[src/rtl/semi_parallel_neuron_if.sv]
// rtl/semi_parallel_neuron_if.sv - Operand/result handshake bundle for semi_parallel_neuron
interface semi_parallel_neuron_if #(
  parameter int N  = 8,
  parameter int QW = 16,
  parameter int WW = 16
);
  logic            in_valid;
  logic            in_ready;
  logic [N*QW-1:0] in_data;
  logic [N*WW-1:0] weights;
  logic [QW-1:0]   bias;
  logic [1:0]      act_sel;
  logic            out_valid;
  logic            out_ready;
  logic [QW-1:0]   out_data;

  modport master (
    output in_valid, in_data, weights, bias, act_sel, out_ready,
    input  in_ready, out_valid, out_data
  );

  modport slave (
    input  in_valid, in_data, weights, bias, act_sel, out_ready,
    output in_ready, out_valid, out_data
  );
endinterface

[src/rtl/semi_parallel_neuron.sv]
// rtl/semi_parallel_neuron.sv - Neuron with P-lane MAC over N/P beats, activation and saturation
module semi_parallel_neuron #(
  parameter int N  = 8,
  parameter int P  = 2,
  parameter int QM = 6,
  parameter int QN = 10,
  parameter int WM = 6,
  parameter int WN = 10
) (
  input  logic                 clk,
  input  logic                 rst,
  semi_parallel_neuron_if.slave bus
);
  localparam int QW    = QM + QN;
  localparam int WW    = WM + WN;
  localparam int PW    = QW + WW;
  localparam int AW    = QW + WW + $clog2(N) + 1;
  localparam int BEATS = N / P;
  localparam int BW    = (BEATS > 1) ? $clog2(BEATS) : 1;
  localparam logic [BW-1:0] LAST = BW'(BEATS - 1);

  typedef enum logic [1:0] {IDLE, ACCUM, OUT} state_t;

  state_t                 state;
  logic [BW-1:0]          beat;
  logic signed [AW-1:0]   acc;
  logic [N*QW-1:0]        in_r;
  logic [N*WW-1:0]        w_r;
  logic [1:0]             act_r;
  logic [QW-1:0]          out_r;
  logic                   in_ready_r;
  logic                   out_valid_r;

  logic signed [AW-1:0]   bias_ext;
  logic signed [PW-1:0]   prod [P];
  logic signed [AW-1:0]   beat_sum;
  logic signed [AW-1:0]   acc_sum;
  logic signed [AW-1:0]   shifted;
  logic signed [AW-1:0]   act;
  logic [QW-1:0]          result;
  logic                   in_range;

  assign bias_ext = {{(AW-QW){bus.bias[QW-1]}}, bus.bias};

  always_comb begin
    beat_sum = '0;
    for (int j = 0; j < P; j++) begin
      prod[j]  = $signed(in_r[(beat*P+j)*QW +: QW]) * $signed(w_r[(beat*P+j)*WW +: WW]);
      beat_sum = beat_sum + {{(AW-PW){prod[j][PW-1]}}, prod[j]};
    end
  end

  // Result path sees the final beat already added, so out_data lands on the OUT-entry edge.
  assign acc_sum = acc + beat_sum;
  assign shifted = acc_sum >>> WN;

  always_comb begin
    act = shifted;
    case (act_r)
      2'd1:    if (shifted < 0) act = '0;
      2'd2:    if (shifted < 0) act = shifted >>> 3;
      default: act = shifted;
    endcase
  end

  assign in_range = (&act[AW-1:QW-1]) || ~(|act[AW-1:QW-1]);
  assign result   = in_range ? act[QW-1:0] : {act[AW-1], {(QW-1){~act[AW-1]}}};

  always_ff @(posedge clk) begin
    if (rst) begin
      state       <= IDLE;
      beat        <= '0;
      acc         <= '0;
      in_r        <= '0;
      w_r         <= '0;
      act_r       <= '0;
      out_r       <= '0;
      in_ready_r  <= 1'b1;
      out_valid_r <= 1'b0;
    end else begin
      case (state)
        IDLE: if (bus.in_valid) begin
          in_r       <= bus.in_data;
          w_r        <= bus.weights;
          act_r      <= bus.act_sel;
          acc        <= bias_ext <<< WN;
          beat       <= '0;
          in_ready_r <= 1'b0;
          state      <= ACCUM;
        end
        ACCUM: begin
          acc  <= acc_sum;
          beat <= beat + BW'(1);
          if (beat == LAST) begin
            out_r       <= result;
            out_valid_r <= 1'b1;
            state       <= OUT;
          end
        end
        OUT: if (bus.out_ready) begin
          out_valid_r <= 1'b0;
          in_ready_r  <= 1'b1;
          state       <= IDLE;
        end
        default: state <= IDLE;
      endcase
    end
  end

  assign bus.in_ready  = in_ready_r;
  assign bus.out_valid = out_valid_r;
  assign bus.out_data  = out_r;
endmodule

[src/flat_wrapper.sv]
// flat-port wrapper written by rule: the top's interface ports become plain ports
module semi_parallel_neuron_flat 
#(
  parameter int N  = 8,
  parameter int P  = 2,
  parameter int QM = 6,
  parameter int QN = 10,
  parameter int WM = 6,
  parameter int WN = 10
)
  (clk, rst, bus_in_valid, bus_in_data, bus_weights, bus_bias, bus_act_sel, bus_out_ready, bus_in_ready, bus_out_valid, bus_out_data);
  semi_parallel_neuron_if #(.N(N), .QW((16)), .WW((16))) bus_i ();
  input  logic clk;
  input  logic rst;
  input wire logic [$bits(bus_i.in_valid)-1:0] bus_in_valid;
  input wire logic [$bits(bus_i.in_data)-1:0] bus_in_data;
  input wire logic [$bits(bus_i.weights)-1:0] bus_weights;
  input wire logic [$bits(bus_i.bias)-1:0] bus_bias;
  input wire logic [$bits(bus_i.act_sel)-1:0] bus_act_sel;
  input wire logic [$bits(bus_i.out_ready)-1:0] bus_out_ready;
  output wire logic [$bits(bus_i.in_ready)-1:0] bus_in_ready;
  output wire logic [$bits(bus_i.out_valid)-1:0] bus_out_valid;
  output wire logic [$bits(bus_i.out_data)-1:0] bus_out_data;
  assign bus_i.in_valid = bus_in_valid;
  assign bus_i.in_data = bus_in_data;
  assign bus_i.weights = bus_weights;
  assign bus_i.bias = bus_bias;
  assign bus_i.act_sel = bus_act_sel;
  assign bus_i.out_ready = bus_out_ready;
  assign bus_in_ready = bus_i.in_ready;
  assign bus_out_valid = bus_i.out_valid;
  assign bus_out_data = bus_i.out_data;
  semi_parallel_neuron #(.N(N), .P(P), .QM(QM), .QN(QN), .WM(WM), .WN(WN)) u_core (.clk(clk), .rst(rst), .bus(bus_i));
endmodule
[config.mk]
export PLATFORM = sky130hd
export DESIGN_NAME = semi_parallel_neuron_flat
export DESIGN_NICKNAME = d
export VERILOG_FILES = /design/src/rtl/semi_parallel_neuron_if.sv /design/src/rtl/semi_parallel_neuron.sv /design/src/flat_wrapper.sv
export SDC_FILE = /design/constraint.sdc
export NUM_CORES = 2
export LEC_CHECK = 0
export CORE_MARGIN = 3
export CORE_UTILIZATION = 40
export DETAILED_ROUTE_END_ITERATION = 12
export HOLD_SLACK_MARGIN = 0.12
export SETUP_SLACK_MARGIN = 0.5
export SYNTH_ARGS = -nofsm -noshare
export SYNTH_HDL_FRONTEND = slang
export SYNTH_SLANG_ARGS = --single-unit
[constraint.sdc]
create_clock -name clk -period 21.6 [get_ports clk]
set_input_delay 3.24 -clock clk [delete_from_list [all_inputs] [get_ports clk]]
set_output_delay 3.24 -clock clk [all_outputs]
set_load 0.005 [all_outputs]
==> reports/metrics.yaml <==
r2r_end: "u_core.bus.out_data[1]"
synth_compound_area_share_pct: 9.40
crit-reg2reg-launch: "u_core.beat[0]"
area_growth_pct: 14.6
final_area_um2: 40400
wl_um: 108000
hold_start: "u_core.w_r[54]"
seq_area_frac_synth_pct: 17.9
synth_top_area_share_pct: 38.1
coreArea_um2: 87000
synth_edf_count: 0
post_cts_resized: 0
yosysUniqueCellTypes: 75
gr-usage-met3_pct: 4.06
place_area_um2: 39200
synthSimpleGateAreaFrac_pct: 14.5
row_count: 108
reg2reg_slack_ns: 10.10
tightest_slew_ns: 1.27
root_buffer: "clkbuf_16"
antenna_found_initial: 6
post-route-period-util_pct: 53.2
pwr-share-comb_pct: 70.2
cts.sinks: 316
power.switching_mw: 2.19
routed_via_density: 5.13
arrival_ns: 11.88
die_area_um2: 91700
p_sw_share_pct: 50.4
yosysTopAreaCell: "fa_1"
most-common-layout-cells: "nand2_1, inv_1, fa_1"
vias: 27524
p_total_mw: 4.35
cts_made_buffers: 35
worstPathRequired_ns: 21.99
syn_area_um2: 35300
fmax_ghz: 0.0870
dp_cells: 5302
cts.path.max_buffers: 3
hpwl_um: 88900
crit_type: "register to register"
drv_slew: 0
postCtsSetupRepairBufs: 0
synth_top_family_by_area: "adder cells"
synth_xor_xnor_area_share_pct: 1.12
finalCriticalPeriod_ns: 11.50
status: "finished clean"
p_leak_nw: 18.3
drc: 0
synthFlopType: "dfxtp_1"
syn_nets: 5108
hold-path-cell-count: 2
grt_busiest_layer: "met2"
p_int_mw: 2.16
cts.reportedPaths.clkPinSlew_ns: 0.06
end_kind: "register"
io_pins: 296
hold_class: "register to register"
setup_tns_ns: 0
slowest_delay_ns: 1.06
synthCells: 4013
die_y_um: 303
cellPowerDensity_nw_per_um2: 108
cpMostUsedCell: "fa_1"
hold_viol_final: 0
synth_mux_area_share_pct: 4.08
relSlewSlack_pct: 15.1
finalWorstSetupSlack_ns: 10.10
ir_worst_vdd_mv: 0.116
max_cap_violations: 0
io_buffers: 295
clkPwrFrac_pct: 14.5
grt_pass1_wl_um: 172000
ys_async_sr_fraction_pct: 0
place_ws_ns: 10.21
layoutNonFillerInstCount: 5365
num-nets-final: 5279
slowest_stage: "o31ai_2"
syn_area_per_cell_um2: 8.78
clk_latency_ns: 0.57
setup_viol: 0
grt_max_degree: 171
gr-usage-met2_pct: 38.7
cts.htree.levels: 2
start_util_pct: 40.5
grt_pass1_vias: 29003
synthAdderAreaFrac_pct: 43.3
startpoint_type: "register"
wl_per_cell_um: 20.2
final_antenna_net_count: 0
ys_ff_latch: 316
grt_overflow: 0
cts_tree: "yes"
skew_ns: 0.0159
gp_congestion: 0.909
min_to: "u_core.w_r[54]"
track_usage_pct: 24.4
final_common_cell: "nand2_1"
rr_worst_depth: 28
cts_hold_buf: 0
die_w_um: 303
ys_warn_count: 0
grt_use_met1_pct: 34.7
drtPass1Iterations: 5
drt_iter0_drc: 2103
synthTopCellsByArea: "fa_1, dfxtp_1, nand2_1, inv_1, ha_1"
drive_above_1_share_pct: 4.68
rsz0062_at_grt: "false"
cp_max_fo: 81
seqPwrFrac_pct: 15.3
## cells by family (layout without fill, tap and decap cells)
logic type      after synthesis  after routing
compound gates              548            548
xor+xnor                     45             45
fa+ha+maj                   817            817
buf+inv                     899           1092
flops                       316            316
mux                         114            114
other cells                   0              4
simple gates               1274           1274
## power by group through the flow
stage          combinational (mW)  sequential (mW)  clock, mW
2_1_floorplan                2.19            0.661          0
3_3_place_gp                 3.00            0.674          0
3_5_place_dp                 2.98            0.675          0
4_1_cts                      3.04            0.663      0.642
5_1_grt                      3.41            0.669      0.664
6_report                     3.05            0.664      0.629
## per-layer routing
layer,up-vias,wire (um)
met5,-,0
met4,0,2800
met3,149,7670
met2,909,49100
met1,13875,48800
li1,12591,-
## synthesized netlist by cell type, types with 29 or more instances
cell type and number:
o21ai_0 29, a21oi_1 319, inv_1 703, and2_1 36
o21ai_1 43, clkbuf_1 168, mux2i_1 47, ha_1 147
nor2_1 283, xnor2_1 35, fa_1 670, nand2_1 854
o21a_1 42, dfxtp_1 316, mux2_2 48
## critical path, delay by kind of cell (launching register included)
kind / cells / cell delay, ns
fa+ha+maj: 9 / 4.65
compound gates: 8 / 2.92
simple gates: 4 / 1.06
mux: 2 / 0.97
buf+inv: 5 / 0.86
flops: 1 / 0.72
## registers in the layout (all words and copies together), names as in the netlist
name                  count
u_core.acc               36
u_core.act_r              2
u_core.beat               2
u_core.bus.in_ready       1
u_core.bus.out_data      16
u_core.bus.out_valid      1
u_core.in_r             128
u_core.state              2
u_core.w_r              128
## through the flow
stage                     utilization (%)  hold slack, ns
after global placement               45.0           0.440
after detailed placement             45.0           0.446
final                                46.4           0.451
after floorplan                         -           0.433
after global routing                 46.4           0.470
after CTS                            46.4           0.454
## worst max-delay path by stage
stage | startpoint | end | slack (ns) | cells after the start
finish | u_core.beat[0] | u_core.bus.out_data[1] | 10.10 | 28
CTS | u_core.beat[0] | u_core.bus.out_data[1] | 10.14 | 28
global route | u_core.beat[0] | u_core.bus.out_data[1] | 9.69 | 28
floorplan | u_core.beat[0] | u_core.bus.out_data[10] | 11.37 | 29
global placement | u_core.beat[0] | u_core.bus.out_data[0] | 10.37 | 28
detailed placement | u_core.beat[0] | u_core.bus.out_data[1] | 10.21 | 28
## cell type report
type	count	area [um^2]
Sequential cell	316	6330
Inverter	703	2640
Multi-Input combinational cell	2798	25500
Clock buffer	45	963
Clock inverter	14	221
Fill cell	8527	46600
Antenna cell	4	10.0
Timing Repair Buffer	330	3250
Tap cell	1155	1450
(Power assumes the default switching activity.)
